--- src/rtl/contador_modos.sv ---
// contador_modos -- mode-selectable up / down / down-by-step / load counter.
//
// Ports
//   clk     in   1      clock; all state changes on posedge
//   reset   in   1      synchronous, active-high; clears Q and rco
//   enable  in   1      1 = execute modo this edge, 0 = hold Q (rco drops)
//   modo    in   2      00 up, 01 down, 10 down by STEP_DOWN, 11 load D
//   D       in   WIDTH  parallel load value (modo 11 only)
//   Q       out  WIDTH  registered count
//   rco     out  1      registered carry/borrow pulse, coincident with wrapped Q
//
// Parameters
//   WIDTH      counter width; MAX = 2**WIDTH-1
//   STEP_DOWN  decrement for modo 10, legal range 1..MAX
//
// Build option
//   CONTADOR_SAT_EN  when defined, count operations saturate (up pins at MAX,
//                    down paths clamp at 0) and rco flags every clamped edge.
//                    Undefined: plain modular wrap.
module contador_modos #(
  parameter int WIDTH     = 4,
  parameter int STEP_DOWN = 3
) (
  input  logic             clk,
  input  logic             reset,
  input  logic             enable,
  input  logic [1:0]       modo,
  input  logic [WIDTH-1:0] D,
  output logic [WIDTH-1:0] Q,
  output logic             rco
);

  typedef enum logic [1:0] {
    OP_UP      = 2'b00,
    OP_DN      = 2'b01,
    OP_DN_STEP = 2'b10,
    OP_LOAD    = 2'b11
  } op_e;

  localparam logic [WIDTH:0]   ONE  = (WIDTH+1)'(1);
  localparam logic [WIDTH:0]   STEP = (WIDTH+1)'(STEP_DOWN);
  localparam logic [WIDTH-1:0] MAX  = '1;

  // One extra MSB holds the carry (add) or borrow (subtract); it is exactly
  // the bit dropped by modular wrap, so it drives rco directly.
  logic [WIDTH:0]   wide;
  logic [WIDTH:0]   ext;
  logic [WIDTH-1:0] q_nxt;
  logic             rco_nxt;

  assign wide = {1'b0, Q};

  always_comb begin
    ext     = '0;
    q_nxt   = Q;
    rco_nxt = 1'b0;
    if (enable) begin
      case (op_e'(modo))
        OP_UP: begin
          ext     = wide + ONE;
          q_nxt   = ext[WIDTH-1:0];
          rco_nxt = ext[WIDTH];
`ifdef CONTADOR_SAT_EN
          if (ext[WIDTH]) q_nxt = MAX;
`endif
        end
        OP_DN: begin
          ext     = wide - ONE;
          q_nxt   = ext[WIDTH-1:0];
          rco_nxt = ext[WIDTH];
`ifdef CONTADOR_SAT_EN
          if (ext[WIDTH]) q_nxt = '0;
`endif
        end
        OP_DN_STEP: begin
          ext     = wide - STEP;
          q_nxt   = ext[WIDTH-1:0];
          rco_nxt = ext[WIDTH];
`ifdef CONTADOR_SAT_EN
          if (ext[WIDTH]) q_nxt = '0;
`endif
        end
        OP_LOAD: begin
          q_nxt   = D;
          rco_nxt = 1'b0;
        end
        // Unknown modo: treat as hold so X never propagates into Q.
        default: begin
          q_nxt   = Q;
          rco_nxt = 1'b0;
        end
      endcase
    end
  end

  always_ff @(posedge clk) begin
    if (reset) begin
      Q   <= '0;
      rco <= 1'b0;
    end else begin
      Q   <= q_nxt;
      rco <= rco_nxt;
    end
  end

endmodule

--- config.mk ---
export PLATFORM = sky130hd
export DESIGN_NAME = contador_modos
export DESIGN_NICKNAME = d
export VERILOG_FILES = /design/src/rtl/contador_modos.sv
export SDC_FILE = /design/constraint.sdc
export NUM_CORES = 1
export LEC_CHECK = 0
export BUFFER_PORTS_ARGS = -buffer_cell sky130_fd_sc_hd__buf_2
export CORE_AREA = 2 2 39 41
export DETAILED_ROUTE_END_ITERATION = 12
export DIE_AREA = 0 0 41 43
export SETUP_SLACK_MARGIN = 0.3
export SYNTH_ARGS = -nofsm -noshare
export SYNTH_HDL_FRONTEND = slang
export SYNTH_SLANG_ARGS = --single-unit
--- constraint.sdc ---
create_clock -name clk -period 1.45 [get_ports clk]
set_clock_uncertainty 0.2 [all_clocks]
set_input_delay 0.29 -clock clk [delete_from_list [all_inputs] [get_ports clk]]
set_output_delay 0.29 -clock clk [all_outputs]
set_load 0.02 [all_outputs]
==> reports/qor.yml, run 1 <==
place:
  dp_hpwl_um: 860
  port_buffers: 13
  gp_congestion: 0.823
critical_path:
  critPathKind: "flop to flop"
  critPathArrivalTime_ns: 1.34
  path_max_fanout: 7
  ff2ff_setup_slack_ns: 0.03
  crit_path_end_kind: "flop"
  crit_path_start_kind: "flop"
  reg2reg_to: "Q[3]$_SDFFE_PP0P_"
  r2r_cells: 4
  r2r_start: "Q[0]$_SDFFE_PP0P_"
  crit_required_ns: 1.37
cts:
  clockBufferDepth: 2
  clk_latency_ns: 0.24
  cts.sink_count: 5
  cts_inserted_buffers: 3
  cts-root-buf: "clkbuf_4"
  cts_tree: "yes"
  ctsHtreeMaxLevel: 1
  holdBufCountCts: 0
  cts.reportedPaths.clkPinSlew_ns: 0.04
sta:
  setup_violations: 0
  tightestPinTransition_ns: 0.286
  fin_crit_sh: 0.976
  period_minus_slack_ns: 1.42
  final_max_slew_viol_count: 0
  hold_viol: 0
  slew_headroom: 0.807
  fmax_mhz: 707
  rsz0062_at_grt: "true"
logic_synthesis:
  syn_avg_cell_area_um2: 7.42
  synth-async-reset-ratio: 0
  synth_edf_count: 0
  seq_area_frac_synth: 0.233
  ys_seq_elements: 5
  synthFlopType: "dfxtp_1"
  netlist_instances: 58
  syn_nets: 69
  syn_area_um2: 430
  synth_warnings: 0
  synth.distinct_cells: 29
detailed_routing:
  detail-route-antenna-nets: 0
  dr.first_iter.drc_count: 10
  dr.pass1.iters: 4
  drc: 0
  detail_route.wl_per_cell_um: 13.2
  vias_per_cell: 5.39
  routed_wl_mm: 1.33
  vias: 544
grt:
  grt_pass1_wl_mm: 2.00
  antenna_found_initial: 0
  grt_pass1_vias: 477
  grt.overflow.total: 0
  grtUsageTotal: 0.170
  grt_max_degree: 12
cells_and_area:
  fin_nets: 97
  antenna_cells: 0
  drive_gt1_frac: 0.565
  multiInputGateArea_um2: 362
  final_cell_mix: "buf_4 (13), buf_2 (8), buf_6 (7)"
  nFillCells: 135
  utilization: 0.547
  regArea_um2: 114
  syn2layout_area_growth_pct: 75.9
  layout_commonest_cell: "buf_4"
status:
  status: "finished clean"
floorplanning:
  initial_core_util: 0.311
  placeableCoreArea_um2: 1380
  ios: 14
  die_h_um: 43
  fp.dieW_um: 41
  rows: 14
  dieArea_um2: 1760
power:
  ir_drop_mv: 0.505
  power.density_nw_per_um2: 721
  power_uw: 546
  p_leak_uw: 0.000323
hold_path:
  worst_hold_path.endpoint: "Q[1]$_SDFFE_PP0P_"
  min_from: "reset"
  holdCritPathClass: "primary input to flop"
  hold_path_depth: 2
flow_run:
  maxCapViolations: 0
==> synth_stat cells (2+ instances only) <==
library cell / number / share of area
a21oi_1: 7 / 0.081
dfxtp_1: 5 / 0.23
inv_1: 4 / 0.035
nor3_1: 4 / 0.047
buf_4: 3 / 0.052
nand2b_1: 3 / 0.044
nor2_1: 3 / 0.026
o21ai_1: 3 / 0.035
a211oi_1: 2 / 0.035
a31oi_1: 2 / 0.029
buf_2: 2 / 0.023
ha_1: 2 / 0.058
nand3_1: 2 / 0.023
==> logic make-up (layout without fill, tap and decap cells) <==
| kind of cell | count (synthesis) | count (layout) | share of synthesized area |
|---|---|---|---|
| AO/OA/AOI/OAI | 24 | 24 | 0.375 |
| adder cells (fa/ha/maj) | 2 | 2 | 0.0581 |
| buffers and inverters | 10 | 37 | 0.119 |
| flip-flops | 5 | 5 | 0.233 |
| AND/OR/NAND/NOR | 17 | 17 | 0.215 |
==> per-layer routing <==
| metal | track usage | part of all wire | routed length (um) |
|---|---|---|---|
| met5 | 0 | 0 | 0 |
| met4 | 0.0400 | 0 | 0 |
| met3 | 0.0942 | 0.062 | 82 |
| met2 | 0.259 | 0.50 | 670 |
| met1 | 0.199 | 0.43 | 579 |
==> report_power, final <==
group	switching, uW	total (uW)	internal [uW]
clock	54.5	158	104
combinational	103	215	111
sequential	22.5	173	150
total	180	546	365
==> critical path, cell delays in order (launching register included) <==
cell	delay, ns
dfxtp_4	0.40
nand3_4	0.08
or3_1	0.36
a211oi_2	0.18
nor3_1	0.07
==> worst max-delay path by stage <==
stage / cells past startpoint / to / start / slack (ns)
after floorplan: 5 / Q[3]$_SDFFE_PP0P_ / Q[0]$_SDFFE_PP0P_ / -0.02
after global placement: 5 / Q[2]$_SDFFE_PP0P_ / Q[0]$_SDFFE_PP0P_ / 0.008
after detailed placement: 5 / rco$_SDFF_PP0_ / Q[1]$_SDFFE_PP0P_ / -0.06
after CTS: 4 / Q[3]$_SDFFE_PP0P_ / Q[0]$_SDFFE_PP0P_ / 0.03
after global routing: 4 / Q[3]$_SDFFE_PP0P_ / Q[0]$_SDFFE_PP0P_ / -0.02
final: 4 / Q[3]$_SDFFE_PP0P_ / Q[0]$_SDFFE_PP0P_ / 0.03
==> per-stage QoR <==
stage	cell area [um2]	setup TNS, ns	std cells	hold WS [ns]	setup WS, ns
5_1_grt	757	-0.0298	101	0.0746	-0.0183
3_5_place_dp	558	-0.0985	89	0.313	-0.0582
4_1_cts	707	0	100	0.0590	0.0265
3_3_place_gp	558	0	89	0.320	0.00789
6_report	757	0	101	0.0685	0.0347
2_1_floorplan	460	-0.0180	58	0.153	-0.0180
==> registers in the layout (all words and copies together) (netlist names) <==
signal and flops:
rco 1, Q 4
==> area by class of cell <==
type | instances | area share
Tap cell | 16 | 0.0264
Clock buffer | 4 | 0.0347
Inverter | 5 | 0.0248
Sequential cell | 5 | 0.150
Multi-Input combinational cell | 43 | 0.478
Timing Repair Buffer | 28 | 0.286
==> repair_timing <==
item,4_1_cts,5_1_grt
resized for setup,19,6
endpoints found under the hold margin,0,0
gates cloned,0,0
endpoints found under the setup margin,10,10
setup buffers,7,1
pin swaps,4,3
Note: power is estimated with default switching activity, not from simulation.
==> run 2: changes to the inputs <==
--- a/config.mk
+++ b/config.mk
@@ -5,10 +5,11 @@
 export SDC_FILE = /design/constraint.sdc
 export NUM_CORES = 1
 export LEC_CHECK = 0
-export BUFFER_PORTS_ARGS = -buffer_cell sky130_fd_sc_hd__buf_2
+export BUFFER_PORTS_ARGS = -buffer_cell sky130_fd_sc_hd__clkbuf_2
 export CORE_AREA = 2 2 39 41
 export DETAILED_ROUTE_END_ITERATION = 12
 export DIE_AREA = 0 0 41 43
+export MAX_ROUTING_LAYER = met4
 export SETUP_SLACK_MARGIN = 0.3
 export SYNTH_ARGS = -nofsm -noshare
 export SYNTH_HDL_FRONTEND = slang
==> reports/qor.yml, run 2 (synthesis gave the netlist of run 1 again) <==
status:
  status: "finished clean"
place:
  placed_cell_area_um2: 581  # +4.0%
  port_buffers: 13  # unchanged
  gp_congestion: 0.768  # -6.7%
  dp_hpwl_um: 918  # +6.7%
  dp_slack_ns: -0.0110  # +0.0473 ns
cts:
  cts_inserted_buffers: 3  # unchanged
  cts_tree: "yes"
  clockBufferDepth: 2  # unchanged
  clk_latency_ns: 0.25  # about the same
  cts.sink_count: 5  # unchanged
  cts.reportedPaths.clkPinSlew_ns: 0.05  # about the same
  holdBufCountCts: 0  # unchanged
  cts-root-buf: "clkbuf_4"
  ctsHtreeMaxLevel: 1  # unchanged
sta:
  period_minus_slack_ns: 1.42  # +0.00417 ns
  slew_headroom: 0.767  # -0.0398
  hold_slack_ns: 0.0903  # +0.0218 ns
  hold_viol: 0  # unchanged
  setup_violations: 0  # unchanged
  fmax_mhz: 704  # -0.29%
  rsz0062_at_grt: "true"
  worst_slack_ns: 0.0305  # -0.00417 ns
  tightestPinTransition_ns: 0.345  # +0.0583 ns
  final_max_slew_viol_count: 0  # unchanged
  fin_crit_sh: 0.979  # +0.00288
cells_and_area:
  nFillCells: 135  # unchanged
  largest_reg_flops: 4  # unchanged
  regArea_um2: 114  # unchanged
  layout_commonest_cell: "buf_4"
  fin_nets: 95  # -2.1%
  antenna_cells: 0  # unchanged
  final_cell_mix: "buf_4 (11), clkbuf_2 (8), a21oi_1 (6)"
  fin_area_um2: 723  # -4.5%
  top_register: "Q"
  multiInputGateArea_um2: 327  # -9.7%
  utilization: 0.523  # -0.0244
  drive_gt1_frac: 0.542  # -0.0225
  syn2layout_area_growth_pct: 68.0
  reg_top3: "Q (4), rco (1)"
hold_path:
  holdCritPathClass: "primary input to flop"
  hold_path_depth: 2  # unchanged
  worst_hold_path.endpoint: "Q[1]$_SDFFE_PP0P_"
  min_from: "reset"
detailed_routing:
  top_layer: "met3"
  vias: 529  # -2.8%
  detail_route.wl_per_cell_um: 13.0  # -1.4%
  dr.first_iter.drc_count: 4  # -6
  vias_per_cell: 5.34  # -0.79%
  wl_met1_um: 526  # -9.2%
  wl_met2_um: 668  # -0.30%
  dr.pass1.iters: 4  # unchanged
  drc: 0  # unchanged
  dr_wl_met3_um: 93  # +13%
  detail-route-antenna-nets: 0  # unchanged
  routed_wl_mm: 1.29  # -3.4%
power:
  power.density_nw_per_um2: 752  # +4.3%
  power_uw: 544  # -0.37%
  ir_drop_mv: 0.449  # -11%
  p_leak_uw: 0.000300  # -7.2%
critical_path:
  crit_path_start_kind: "flop"
  critPathKind: "flop to flop"
  r2r_cells: 4  # unchanged
  ff2ff_setup_slack_ns: 0.03  # about the same
  path_max_fanout: 7  # unchanged
  critPathArrivalTime_ns: 1.35  # about the same
  crit_path_end_kind: "flop"
  r2r_start: "Q[0]$_SDFFE_PP0P_"
  crit_required_ns: 1.38  # about the same
  reg2reg_to: "Q[3]$_SDFFE_PP0P_"
grt:
  grt.overflow.total: 0  # unchanged
  grtUsageTotal: 0.185  # +0.0157
  grt_pass1_vias: 514  # +7.8%
  grt_pass1_wl_mm: 2.14  # +6.9%
  grt_max_degree: 12  # unchanged
  antenna_found_initial: 0  # unchanged
floorplanning:
  initial_core_util: 0.311  # unchanged
  rows: 14  # unchanged
  fp.dieW_um: 41  # unchanged
  die_h_um: 43  # unchanged
  dieArea_um2: 1760  # unchanged
  placeableCoreArea_um2: 1380  # unchanged
  ios: 14  # unchanged
flow_run:
  maxCapViolations: 0  # unchanged
[run 2: changes by cell type in the layout (fill, tap and decap cells not counted), sizes merged]
cell	before	now
buf	28	16
clkbuf	4	14
[run 2: repair_timing]
item,CTS,global route
pin swaps,1,0
setup buffers,3,0
resized for setup,17,4
setup endpoints to repair,10,10
[run 2: worst max-delay path by stage]
stage / from / endpoint / slack, ns
after floorplan: Q[0]$_SDFFE_PP0P_ / Q[3]$_SDFFE_PP0P_ / -0.02
after global placement: Q[0]$_SDFFE_PP0P_ / Q[2]$_SDFFE_PP0P_ / 0.02
after detailed placement: Q[0]$_SDFFE_PP0P_ / Q[2]$_SDFFE_PP0P_ / -0.01
after CTS: Q[0]$_SDFFE_PP0P_ / Q[3]$_SDFFE_PP0P_ / 0.04
after global routing: Q[0]$_SDFFE_PP0P_ / Q[3]$_SDFFE_PP0P_ / -0.03
final: Q[0]$_SDFFE_PP0P_ / Q[3]$_SDFFE_PP0P_ / 0.03
[run 2: worst max-delay path, stage by stage, from the launching register on]
cell	delay, ns
dfxtp_4	0.38
nand3_2	0.09
or3_1	0.36
a211oi_2	0.21
nor3_1	0.07
[run 2: metal layers]
layer | track usage | up-vias
met2 | 0.313 | 23
met5 | - | -
met3 | 0.0785 | 0
li1 | - | 271
met4 | 0.0200 | 0
met1 | 0.199 | 235
[run 2: report_power, final]
| group | internal [uW] | switching [uW] | total, uW |
|---|---|---|---|
| combinational | 111 | 100 | 211 |
| sequential | 150 | 16.4 | 166 |
| clock | 104 | 61.8 | 166 |
| total | 365 | 179 | 544 |
[run 2: final cells by class]
| type | count | area share |
|---|---|---|
| Clock buffer | 4 | 0.0363 |
| Inverter | 5 | 0.0260 |
| Multi-Input combinational cell | 43 | 0.452 |
| Sequential cell | 5 | 0.157 |
| Tap cell | 16 | 0.0277 |
| Timing Repair Buffer | 26 | 0.301 |
[run 2: metrics by stage]
stage                     std cells  setup TNS [ns]
after CTS                        99               0
after detailed placement         92         -0.0110
after floorplan                  58         -0.0180
final                            99               0
after global routing             99         -0.0750
after global placement           92               0
==> run 3: changes to the inputs <==
--- a/config.mk
+++ b/config.mk
@@ -10,6 +10,7 @@
 export DETAILED_ROUTE_END_ITERATION = 12
 export DIE_AREA = 0 0 41 43
 export MAX_ROUTING_LAYER = met4
+export PLACE_DENSITY = 0.53
 export SETUP_SLACK_MARGIN = 0.3
 export SYNTH_ARGS = -nofsm -noshare
 export SYNTH_HDL_FRONTEND = slang
==> reports/qor.yml, run 3 (synthesis gave the netlist of run 1 again) <==
cts:
  cts.reportedPaths.clkPinSlew_ns: 0.04  # about the same
  cts.sink_count: 5  # unchanged
  ctsHtreeMaxLevel: 1  # unchanged
  cts_tree: "yes"
  holdBufCountCts: 0  # unchanged
  cts_inserted_buffers: 3  # unchanged
  cts-root-buf: "clkbuf_4"
  clk_latency_ns: 0.24  # about the same
  clockBufferDepth: 2  # unchanged
cells_and_area:
  reg_top3: "Q (4), rco (1)"
  fin_area_um2: 732  # +1.2%
  final_cell_mix: "clkbuf_2 (8), buf_4 (8), a21oi_1 (6)"
  fin_nets: 94  # -1.1%
  antenna_cells: 0  # unchanged
  top_register: "Q"
  drive_gt1_frac: 0.524  # -0.0178
  syn2layout_area_growth_pct: 70.1
  largest_reg_flops: 4  # unchanged
  finalNonFillerCells: 98  # -1.0%
grt:
  grt_pass1_wl_mm: 2.03  # -5.2%
  grt_max_degree: 13  # +1
  grt.overflow.total: 0  # unchanged
  grtUsageTotal: 0.180  # -0.00533
  grt_pass1_vias: 479  # -6.8%
  antenna_found_initial: 0  # unchanged
power:
  p_leak_uw: 0.000308  # +2.9%
  power_uw: 539  # -0.78%
  power.density_nw_per_um2: 737  # -2.0%
  ir_drop_mv: 0.289  # -36%
detailed_routing:
  detail_route.wl_per_cell_um: 12.9  # -0.71%
  vias_per_cell: 5.52  # +3.3%
  dr.pass1.iters: 4  # unchanged
  drc: 0  # unchanged
  routed_wl_mm: 1.27  # -1.7%
  vias: 541  # +2.3%
  dr.first_iter.drc_count: 7  # +3
  detail-route-antenna-nets: 0  # unchanged
floorplanning:
  die_h_um: 43  # unchanged
  fp.dieW_um: 41  # unchanged
  ios: 14  # unchanged
  initial_core_util: 0.311  # unchanged
  rows: 14  # unchanged
  placeableCoreArea_um2: 1380  # unchanged
  dieArea_um2: 1760  # unchanged
flow_run:
  maxCapViolations: 0  # unchanged
place:
  placed_cell_area_um2: 566  # -2.6%
  port_buffers: 13  # unchanged
  dp_hpwl_um: 842  # -8.3%
  dp_slack_ns: -0.0389  # -0.0279 ns
  gp_congestion: 0.779  # +1.4%
  dp.cells: 90  # -2.2%
sta:
  worst_slack_ns: 0.0221  # -0.00846 ns
  period_minus_slack_ns: 1.43  # +0.00846 ns
  final_max_slew_viol_count: 0  # unchanged
  hold_viol: 0  # unchanged
  setup_violations: 0  # unchanged
  tightestPinTransition_ns: 0.401  # +0.0558 ns
  fmax_mhz: 700  # -0.59%
  rsz0062_at_grt: "true"
  fin_tns_setup_ns: 0  # unchanged
  slew_headroom: 0.729  # -0.0377
  fin_crit_sh: 0.985  # +0.00583
critical_path:
  reg2reg_to: "Q[3]$_SDFFE_PP0P_"
  r2r_start: "Q[0]$_SDFFE_PP0P_"
  r2r_cells: 4  # unchanged
  critPathArrivalTime_ns: 1.36  # about the same
  path_max_fanout: 7  # unchanged
  crit_path_end_kind: "flop"
  ff2ff_setup_slack_ns: 0.02  # about the same
  crit_required_ns: 1.38  # about the same
  crit_path_start_kind: "flop"
  critPathKind: "flop to flop"
status:
  status: "finished clean"
hold_path:
  holdCritPathClass: "primary input to flop"
  hold_path_depth: 2  # unchanged
  min_from: "reset"
  worst_hold_path.endpoint: "Q[1]$_SDFFE_PP0P_"
-- run 3: how the worst max path moves through the flow --
stage | cells after the start | end | start | slack [ns]
floorplan | 5 | Q[3]$_SDFFE_PP0P_ | Q[0]$_SDFFE_PP0P_ | -0.02
global placement | 5 | Q[2]$_SDFFE_PP0P_ | Q[0]$_SDFFE_PP0P_ | -0.03
detailed placement | 5 | Q[2]$_SDFFE_PP0P_ | Q[0]$_SDFFE_PP0P_ | -0.04
CTS | 4 | Q[3]$_SDFFE_PP0P_ | Q[0]$_SDFFE_PP0P_ | 0.03
global route | 4 | Q[3]$_SDFFE_PP0P_ | Q[0]$_SDFFE_PP0P_ | -0.02
finish | 4 | Q[3]$_SDFFE_PP0P_ | Q[0]$_SDFFE_PP0P_ | 0.02
-- run 3: what timing repair did --
item | in CTS | in global routing
pin swaps | 1 | 0
cloned | 0 | 0
resized for setup | 18 | 8
endpoints found under the hold margin | 0 | 0
buffers inserted | 4 | 0
setup endpoints to repair | 10 | 10
-- run 3: worst max-delay path, cell delays in order (launching register included) --
cell and delay (ns):
dfxtp_4 0.40, nand3_2 0.10, or3_1 0.37, a211oi_2 0.18, nor3_1 0.07
-- run 3: routing by layer --
metal	share of wire	track usage	up-vias
li1	-	-	270
met1	0.45	0.218	256
met2	0.50	0.259	13
met3	0.039	0.0628	2
met4	0.0079	0.0800	0
met5	0	-	-
-- run 3: final cells by class --
class / count / area [um2]
flip-flops and latches: 5 / 114
fillers: 140 / 652
inverters: 5 / 18.8
multi-input cells: 43 / 340
clock buffers: 4 / 26.3
repair buffers: 25 / 213
well taps: 16 / 20.0
-- run 3: report_power, final --
part	switching [uW]	internal [uW]
clock	58.3	104
combinational	96.6	108
sequential	21.9	150
total	177	363
-- run 3: stage by stage --
step	hold slack (ns)	utilization
floorplan	0.153	-
global placement	0.337	0.409
detailed placement	0.333	0.409
CTS	0.0748	0.507
global route	0.0787	0.529
finish	0.0856	0.529
